--- src/rtl/pipe_ctrl_pkg.sv ---
// Shared types and constants for the pipeline stall/flush sequencer.
package pipe_ctrl_pkg;

   typedef enum logic [1:0] {
      RUN      = 2'd0,
      MEM_WAIT = 2'd1,
      ERROR    = 2'd2
   } ctrl_state_t;

   // Architectural zero register; writes to it are discarded, so it never hazards.
   localparam logic [4:0] XZR = 5'd31;

   typedef struct packed {
      logic pc_en;
      logic ifid_en;
      logic ifid_flush;
      logic idex_en;
      logic idex_bubble;
      logic exmem_en;
      logic memwb_bubble;
   } pipe_ctl_t;

   // Canned pipe-register control patterns, field order as in pipe_ctl_t.
   localparam pipe_ctl_t CTL_RUN        = pipe_ctl_t'(7'b1101010);
   localparam pipe_ctl_t CTL_BRANCH     = pipe_ctl_t'(7'b1111010);
   localparam pipe_ctl_t CTL_LUH_STALL  = pipe_ctl_t'(7'b0001110);
   localparam pipe_ctl_t CTL_MEM_FREEZE = pipe_ctl_t'(7'b0000001);
   localparam pipe_ctl_t CTL_HALT       = pipe_ctl_t'(7'b0000101);

endpackage

--- src/rtl/pipe_hazard_ctrl_luh.sv ---
// Load-use hazard detector: an EX-stage load feeding a register the ID
// instruction reads cannot be forwarded in time and needs one bubble.
module load_use_detect
   import pipe_ctrl_pkg::*;
(
   input  logic [4:0] ID_Rn,
   input  logic [4:0] ID_Rm,
   input  logic       ID_usesRn,
   input  logic       ID_usesRm,
   input  logic [4:0] EX_Rd,
   input  logic       EX_read_enable,
   input  logic       EX_RegWrite,
   output logic       luh
);

   // Hazard when the loaded register matches any source actually read in ID.
   always_comb begin
      luh = EX_read_enable & EX_RegWrite & (EX_Rd != XZR) &
            ((ID_usesRn & (ID_Rn == EX_Rd)) | (ID_usesRm & (ID_Rm == EX_Rd)));
   end

endmodule

--- src/rtl/pipe_hazard_ctrl.sv ---
// Central stall/flush sequencer for the 5-stage pipeline.
//
//   state    | meaning
//   ---------+------------------------------------------------------------
//   RUN      | normal flow; load-use stall and branch squash handled here
//   MEM_WAIT | data memory busy, whole pipe frozen, watchdog counting
//   ERROR    | memory never answered; pipe frozen until reset
module pipe_hazard_ctrl
   import pipe_ctrl_pkg::*;
#(
   parameter int MEM_TIMEOUT = 15,
   parameter int TMO_W       = 4,
   parameter int CNT_W       = 16
) (
   input  logic             clk,
   input  logic             reset,
   input  logic [4:0]       ID_Rn,
   input  logic [4:0]       ID_Rm,
   input  logic             ID_usesRn,
   input  logic             ID_usesRm,
   input  logic             ID_BrTaken,
   input  logic [4:0]       EX_Rd,
   input  logic             EX_read_enable,
   input  logic             EX_RegWrite,
   input  logic             MEM_req,
   input  logic             MEM_ack,
   output logic             PC_en,
   output logic             IFID_en,
   output logic             IFID_flush,
   output logic             IDEX_en,
   output logic             IDEX_bubble,
   output logic             EXMEM_en,
   output logic             MEMWB_bubble,
   output logic             mem_timeout,
   output logic [CNT_W-1:0] stall_count
);

   localparam logic [TMO_W:0] TMO_LIM = (TMO_W+1)'(MEM_TIMEOUT);

   ctrl_state_t      state_q, state_d;
   logic [TMO_W-1:0] wait_cnt_q, wait_cnt_d;
   logic [TMO_W:0]   wait_nxt;
   logic             mem_timeout_q, mem_timeout_d;
   logic [CNT_W-1:0] stall_count_q, stall_count_d;
   logic             luh;
   logic             mem_busy;
   logic             mem_done;
   pipe_ctl_t        run_ctl;
   pipe_ctl_t        ctl;
   pipe_ctl_t        ctl_out;

   load_use_detect u_luh (
      .ID_Rn          (ID_Rn),
      .ID_Rm          (ID_Rm),
      .ID_usesRn      (ID_usesRn),
      .ID_usesRm      (ID_usesRm),
      .EX_Rd          (EX_Rd),
      .EX_read_enable (EX_read_enable),
      .EX_RegWrite    (EX_RegWrite),
      .luh            (luh)
   );

   // Next state, watchdog and Mealy pipe controls; luh outranks the branch so
   // the branch is re-resolved with forwarded data after the bubble.
   always_comb begin
      mem_busy   = MEM_req & ~MEM_ack;
      mem_done   = MEM_req & MEM_ack;
      run_ctl    = luh ? CTL_LUH_STALL : (ID_BrTaken ? CTL_BRANCH : CTL_RUN);
      ctl        = run_ctl;
      state_d    = state_q;
      wait_cnt_d = wait_cnt_q;
      wait_nxt   = {1'b0, wait_cnt_q} + 1'b1;
      unique case (state_q)
         RUN: begin
            if (mem_busy) begin
               ctl        = CTL_MEM_FREEZE;
               state_d    = MEM_WAIT;
               wait_cnt_d = TMO_W'(1);
            end
         end
         MEM_WAIT: begin
            if (mem_done) begin
               state_d    = RUN;
               wait_cnt_d = '0;
            end else begin
               ctl        = CTL_MEM_FREEZE;
               wait_cnt_d = wait_nxt[TMO_W-1:0];
               if (wait_nxt >= TMO_LIM) state_d = ERROR;
            end
         end
         ERROR: begin
            ctl = CTL_HALT;
         end
         default: begin
            ctl     = CTL_HALT;
            state_d = ERROR;
         end
      endcase
      mem_timeout_d = mem_timeout_q | (state_d == ERROR);
      stall_count_d = stall_count_q;
      if (!ctl.pc_en && (stall_count_q != '1)) stall_count_d = stall_count_q + CNT_W'(1);
   end

   // State and counter registers.
   always_ff @(posedge clk or negedge reset) begin
      if (!reset) begin
         state_q       <= RUN;
         wait_cnt_q    <= '0;
         mem_timeout_q <= 1'b0;
         stall_count_q <= '0;
      end else begin
         state_q       <= state_d;
         wait_cnt_q    <= wait_cnt_d;
         mem_timeout_q <= mem_timeout_d;
         stall_count_q <= stall_count_d;
      end
   end

   // Hold the pipe with NOOPs injected while reset is asserted.
   always_comb begin
      ctl_out      = reset ? ctl : CTL_HALT;
      PC_en        = ctl_out.pc_en;
      IFID_en      = ctl_out.ifid_en;
      IFID_flush   = ctl_out.ifid_flush;
      IDEX_en      = ctl_out.idex_en;
      IDEX_bubble  = ctl_out.idex_bubble;
      EXMEM_en     = ctl_out.exmem_en;
      MEMWB_bubble = ctl_out.memwb_bubble;
      mem_timeout  = mem_timeout_q;
      stall_count  = stall_count_q;
   end

endmodule

--- config.mk ---
export PLATFORM = sky130hd
export DESIGN_NAME = pipe_hazard_ctrl
export DESIGN_NICKNAME = d
export VERILOG_FILES = /design/src/rtl/pipe_ctrl_pkg.sv /design/src/rtl/pipe_hazard_ctrl_luh.sv /design/src/rtl/pipe_hazard_ctrl.sv
export SDC_FILE = /design/constraint.sdc
export NUM_CORES = 1
export LEC_CHECK = 0
export ABC_AREA = 1
export CORE_MARGIN = 2
export CORE_UTILIZATION = 51
export CTS_CLUSTER_DIAMETER = 60
export DETAILED_ROUTE_END_ITERATION = 8
export GPL_ROUTABILITY_DRIVEN = 0
export GPL_TIMING_DRIVEN = 0
export HOLD_SLACK_MARGIN = 0.03
export PLACE_DENSITY = 0.95
export SYNTH_ARGS = -nofsm -noshare
export SYNTH_HDL_FRONTEND = slang
export SYNTH_SLANG_ARGS = --single-unit
--- constraint.sdc ---
create_clock -name clk -period 2.4 [get_ports clk]
set_input_delay 0.48 -clock clk [delete_from_list [all_inputs] [get_ports clk]]
set_output_delay 0.48 -clock clk [all_outputs]
set_load 0.02 [all_outputs]
=== Word-level counts from Yosys, hierarchy flattened ===
Cells that the tools add are included.
Widths: inputs -> output; s select.

* $add $sub $neg: 2
* Equal/unequal tests: 8
* Bitwise logic cells: 10
* Magnitude comparators: 1
* Multiplexer cells: 13
* Reduce and logical (&&, ||, !) cells: 5

{| class="wikitable"
|+ Operator list
! kind !! count
|-
| $mux 7 || 4
|-
| $add 16x1->16 const B || 1
|-
| $ne 16x16->1 const B || 1
|-
| $pmux 7 s2 || 1
|-
| $eq 5x5->1 || 2
|-
| $mux 4 || 2
|-
| $pmux 4 s2 || 1
|-
| $and 1x1->1 || 7
|-
| $mux 2 || 3
|-
| $pmux 2 s3 || 1
|-
| $add 4x1->5 const B || 1
|-
| $ge 5x4->1 const B || 1
|-
| $mux 5 || 1
|-
| $ne 5x5->1 const B || 1
|-
| $eq 2x2->1 const B || 2
|-
| $eq 2x1->1 const B || 1
|-
| $logic_not 2->1 || 1
|-
| $ne 2x2->1 const B || 1
|-
| $or 1x1->1 || 2
|-
| $reduce_and 2->1 || 1
|-
| $reduce_bool 2->1 || 1
|-
| $logic_and 1x1->1 || 1
|-
| $logic_not 1->1 || 1
|-
| $not 1->1 || 1
|}

* Output and inout port bits: 24
* Bits of input ports: 24
* Bits in registers: 23
* Logic and storage cells: 43

=== Logic depth before layout (Yosys ltp) ===
* Word-level depth: 9
* Gate-level depth with buffers: 12
* Mapped depth without buffers: 11

=== By module ===
Synthesis repeated with hierarchy kept, for this count alone.

* Cells, all modules: 268
* Area total of the unflattened synthesis: 1731.7 um^2

{| class="wikitable"
|+ Modules (own cells, without submodules)
! module !! sequential area each (um^2) !! cells an instance !! area each (um^2) !! times used
|-
| pipe_hazard_ctrl || 575.6 || 213 || 1510.2 || 1
|-
| load_use_detect || 0.0 || 55 || 221.5 || 1
|}

=== Worst setup path before layout ===
Ideal clock, no wire load.

* Path kind: input -> output
* From: in MEM_req
* To: out PC_en
* Data required time: 1920 ps
* Stages on the path: 7
* Slack: 294 ps
* Buffers on the path: 1
* Arrival time: 1626 ps
* Cell sequence: nand2_1 > inv_1 > a21oi_1 > nor2_1 > nand2_1 > a21oi_1 > buf_4

* Longest elaborated chain between the ends: 4
* Elaborated cells between the ends (all ways): 6
* Those cells by class: mux (4); bitwise (2)

{| class="wikitable"
|+ Ends and longest elaborated chain
! element !! line !! text
|-
| start, declared || pipe_hazard_ctrl.sv:25 || <nowiki>input logic MEM_req,</nowiki>
|-
| $and 1x1->1, on equally long branches || pipe_hazard_ctrl.sv:67, pipe_hazard_ctrl.sv:66 ||
|-
| $mux 7, on equally long branches || pipe_hazard_ctrl.sv:82, pipe_hazard_ctrl.sv:75 ||
|-
| $pmux 7 s2 (*) || pipe_hazard_ctrl.sv:73 || <nowiki>unique case (state_q)</nowiki>
|-
| $mux 7 (*) || pipe_hazard_ctrl.sv:121 || <nowiki>ctl_out = reset ? ctl : CTL_HALT;</nowiki>
|-
| end, declared || pipe_hazard_ctrl.sv:27 || <nowiki>output logic PC_en,</nowiki>
|}

Mark *: on every way between the ends. The rest lies on a longest branch, timed or not.

=== Worst setup path in the final report ===
* From: in MEM_req
* To: out IDEX_en

* Longest elaborated chain between the ends: 4
* Elaborated cells between the ends (all ways): 6
* Those cells by class: mux (4); bitwise (2)

{| class="wikitable"
|+ Ends and longest elaborated chain
! element !! line !! text
|-
| $and 1x1->1, on equally long branches || pipe_hazard_ctrl.sv:67, pipe_hazard_ctrl.sv:66 ||
|-
| $mux 7, on equally long branches || pipe_hazard_ctrl.sv:82, pipe_hazard_ctrl.sv:75 ||
|-
| $pmux 7 s2 (*) || pipe_hazard_ctrl.sv:73 ||
|-
| $mux 7 (*) || pipe_hazard_ctrl.sv:121 ||
|-
| end, declared || pipe_hazard_ctrl.sv:30 || <nowiki>output logic IDEX_en,</nowiki>
|}

Marked as above.

==> results.rst <==
.. list-table::
   :header-rows: 1

   * - Metric
     - Value
   * - Worst-path cell with the longest stage delay
     - clkdlybuf4s50_1
   * - Main combinational cell family by area after synthesis
     - simple AND/OR/NAND/NOR gates
   * - Hold Fails Final Rpt
     - 0
   * - Kind of start point of the critical path
     - primary input
   * - Xor-xnor portion of the synthesized cell area
     - 7.14%
   * - Clk_lat worst skew
     - 320 ps
   * - Total Power Consumption
     - 0.659 mW
   * - Sequential standard cell area
     - 576 um^2
   * - Final number of setup-violating endpoints
     - 0
   * - TritonCTS clock tree
     - done
   * - Slew at the pin closest to its max-slew limit
     - 605 ps
   * - CP max FO
     - 4
   * - DR WL/cell
     - 11.7 um
   * - Final antenna-violating net count
     - 0
   * - Worst path max stage delay
     - 470 ps
   * - Via count of the first global-routing pass
     - 1467
   * - Source of the critical timing path
     - MEM_req
   * - Area fraction of the dominant cell type after synthesis
     - 36.1%
   * - Final max-slew violation count
     - 0
   * - Leak
     - 1.12 nW
   * - List of cells traversed by the critical path
     - clkdlybuf4s50_1 -> inv_1 -> a21oi_1 -> nor2_2 -> nand2_2 -> inv_1 -> buf_4 -> clkdlybuf4s15_2
   * - Relative slew margins
     - 59.7%
   * - RR Startpoint
     - stall_count[0]
   * - Synth Area in Compound Gates
     - 5.02%
   * - Clock root buffer
     - clkbuf_4
   * - MaxCap Viol Count
     - 0
   * - Final std cell area, no fill
     - 2150 um^2
   * - PortBufs
     - 47
   * - DR DRC count
     - 0
   * - Number of nets at the end of the flow
     - 315
   * - Netlist area before placement
     - 1600 um^2
   * - Number of cells on the worst reg-to-reg path
     - 9
   * - Setup slack of the most critical reg-to-reg path
     - 500 ps
   * - Peak supply drop
     - 0.217 mV
   * - Mean instance size in the synthesized netlist
     - 6.79 um^2
   * - RSZ-0062 raised after global routing
     - true
   * - Endpoint required time on the critical path
     - 1920 ps
   * - Final Routed Wirelength
     - 3.74 mm
   * - Maximum number of pins on one net before global-route repair
     - 26
   * - Arrival time reported for the critical path endpoint
     - 1830 ps
   * - Total global-route track usage
     - 22.0%
   * - Path category of the worst min-delay check
     - in2async
   * - Die extent in y
     - 59.9 um
   * - Number of H-tree branching levels
     - 1
   * - Final critical path time including I/O delays and setup
     - 2310 ps
   * - P per Cell Area
     - 306 nW/um^2
   * - Synth-to-layout area growth
     - 34.8%
   * - Synthesized flop and latch total
     - 23
   * - Detailed-route wire length on metal 1
     - 1.62 mm
   * - Unique masters post-synth
     - 23
   * - Sequential element share of the synthesized area
     - 36.1%
   * - Footprint of the multi-input gates
     - 885 um^2
   * - Area post-placement
     - 2110 um^2
   * - Total negative slack for setup checks
     - 0 ps
   * - Ratio of cells with drive above 1 in the final layout
     - 11.1%
   * - Achievable frequency
     - 432 MHz
   * - Pre-Repair DR Iteration Count
     - 4
   * - Length of routed met3 wiring
     - 289 um
   * - Worst setup slack after layout
     - 86.6 ps
   * - Via count
     - 1637
   * - Endpoint kind of the worst setup timing path
     - primary output
   * - Count of mapped cells out of synthesis
     - 235
   * - Maximum clock skew at final layout
     - 12.9 ps
   * - Cts bufs inserted
     - 3
   * - Number of violations reported at the end of detailed-routing iteration 0
     - 53
   * - Multiplexer share of the synthesized area
     - 0%
   * - Clock sink count
     - 23
   * - Top cell by count, worst path
     - inv_1
   * - Initial core utilization
     - 53.1%
   * - Critical setup path kind
     - in2out
   * - Overflow left after global routing
     - 0
   * - Detail Placement HPWL
     - 2.95 mm
   * - Capturing element of the worst setup path
     - IDEX_en
   * - Synth Warn #
     - 0
   * - Number of rows in the core area
     - 20
   * - Reg2Reg Capture Point
     - stall_count[10]
   * - Final period utilization
     - 96.4%
   * - Placeable Area
     - 3000 um^2
   * - Layout fillers
     - 258
   * - Basic-gate share of the synthesized area counting and, or, nand and nor cells
     - 39.9%
   * - Tightest hold margin
     - 239 ps
   * - Number of antenna violations at the first check in global routing
     - 0
   * - Mean number of vias per cell
     - 5.12
   * - Max Buffers Root-to-Sink
     - 2
   * - Adder and majority gate portion of the synthesized area
     - 2.35%
   * - Worst slack at placement
     - -1020 ps
   * - Uppermost routed layer
     - met4
   * - Die width
     - 59.9 um
   * - Antenna diode instance count
     - 0
   * - Number of nets in the synthesized netlist
     - 262
   * - DIE AREA
     - 3590 um^2
   * - # IOs
     - 48
   * - Clock transition at the registers of the reported paths
     - 130 ps
   * - Wire length of the first global-routing pass
     - 6.02 mm
   * - Outcome
     - finished clean
   * - Met2 WL
     - 1.78 mm
   * - Dominant cells by area after synthesis
     - dfrtp_1 36%, nand2_1 20%, nand3_1 9.1%
   * - Cell type with the largest total area after synthesis
     - dfrtp_1
final cells by class:
| cell class | count | area share, % |
|---|---|---|
| tap | 33 | 1.92 |
| timing repair buffer | 48 | 21.9 |
| buffer | 5 | 1.80 |
| multi-input combinational | 177 | 41.1 |
| inverter | 30 | 5.24 |
| clock buffer | 4 | 1.22 |
| sequential | 23 | 26.8 |
worst max-delay path, delay by kind of cell:
family / cells / cell delay (ps)
AOI/OAI and AO/OA: 1 / 210
buffers and inverters: 5 / 970
and+or+nand+nor: 2 / 170
registers in the layout, summed over array words and instances, names as in the netlist:
signal,flops
stall_count,16
wait_cnt_q,4
state_q,2
mem_timeout,1
cell usage in the layout, fill, tap and decap left out, types with 2 or more instances in the layout:
master / netlist / routed
inv_1: 28 / 26
clkbuf_4: 0 / 3
buf_2: 1 / 2
o211ai_1: 2 / 2
clkdlybuf4s15_2: 0 / 2
a21oi_1: 3 / 2
clkdlybuf4s50_1: 0 / 34
inv_2: 2 / 4
dfrtp_1: 23 / 23
dlygate4sd2_1: 0 / 3
nand2_4: 2 / 2
o21ai_0: 8 / 8
nand2_1: 84 / 81
xor2_1: 6 / 6
nor2_1: 21 / 19
xnor2_1: 7 / 7
nor2_2: 1 / 3
dlymetal6s2s_1: 0 / 4
nand3_1: 29 / 29
nor3_1: 4 / 4
nand2_2: 2 / 5
ha_1: 3 / 3
buf_4: 3 / 6
nand3b_1: 2 / 2
stage by stage:
step | cells | util (%)
6_report | 320 | 71.6
3_3_place_gp | 315 | 70.2
4_1_cts | 319 | 70.9
3_5_place_dp | 315 | 70.2
5_1_grt | 320 | 71.6
2_1_floorplan | 235 | -
how the worst min path moves through the flow:
| stage | cells after the start | from | endpoint | slack (ps) |
|---|---|---|---|---|
| global route | 1 | reset | stall_count[14] | 280 |
| detailed placement | 1 | mem_timeout | mem_timeout | 470 |
| CTS | 1 | reset | stall_count[14] | 260 |
| global placement | 1 | mem_timeout | mem_timeout | 460 |
| finish | 1 | reset | stall_count[14] | 240 |
| floorplan | 0 | reset | mem_timeout | 180 |
timing repair:
item	4_1_cts	5_1_grt
resized for setup	24	11
pin swaps	1	3
hold buffers	0	0
cloned	0	0
buffers inserted	0	1
setup endpoints to repair	7	6
metal layers:
layer | global-route usage (%) | vias up
met2 | 39.1 | 52
met1 | 26.7 | 743
met4 | 7.30 | 0
met3 | 3.68 | 5
met5 | 0 | -
li1 | - | 837
power by group:
| part | internal [mW] | switching [mW] |
|---|---|---|
| sequential | 0.389 | 0.00182 |
| clock | 0.0650 | 0.116 |
| combinational | 0.0457 | 0.0405 |
kinds of logic (layout without fill, tap and decap cells):
| family | Yosys count | in the layout |
|---|---|---|
| AO/OA/AOI/OAI | 14 | 14 |
| AND/OR/NAND/NOR | 147 | 147 |
| buffers and inverters | 35 | 87 |
| flip-flops | 23 | 23 |
| adder cells (fa/ha/maj) | 3 | 3 |
| XOR/XNOR | 13 | 13 |
cells in the mapped netlist:
cell type  instances
nand3_1           29
nor2_2             1
o211ai_1           2
buf_4              3
nor2_4             1
inv_1             28
nand2_4            2
inv_2              2
nand2_1           84
a32o_1             1
dfrtp_1           23
nor2_1            21
a21oi_1            3
o21ai_0            8
nor3_1             4
nand2_2            2
buf_6              1
xnor2_1            7
ha_1               3
xor2_1             6
buf_2              1
nor3_2             1
nand3b_1           2
No activity file was read; power rests on OpenSTA's default activity.
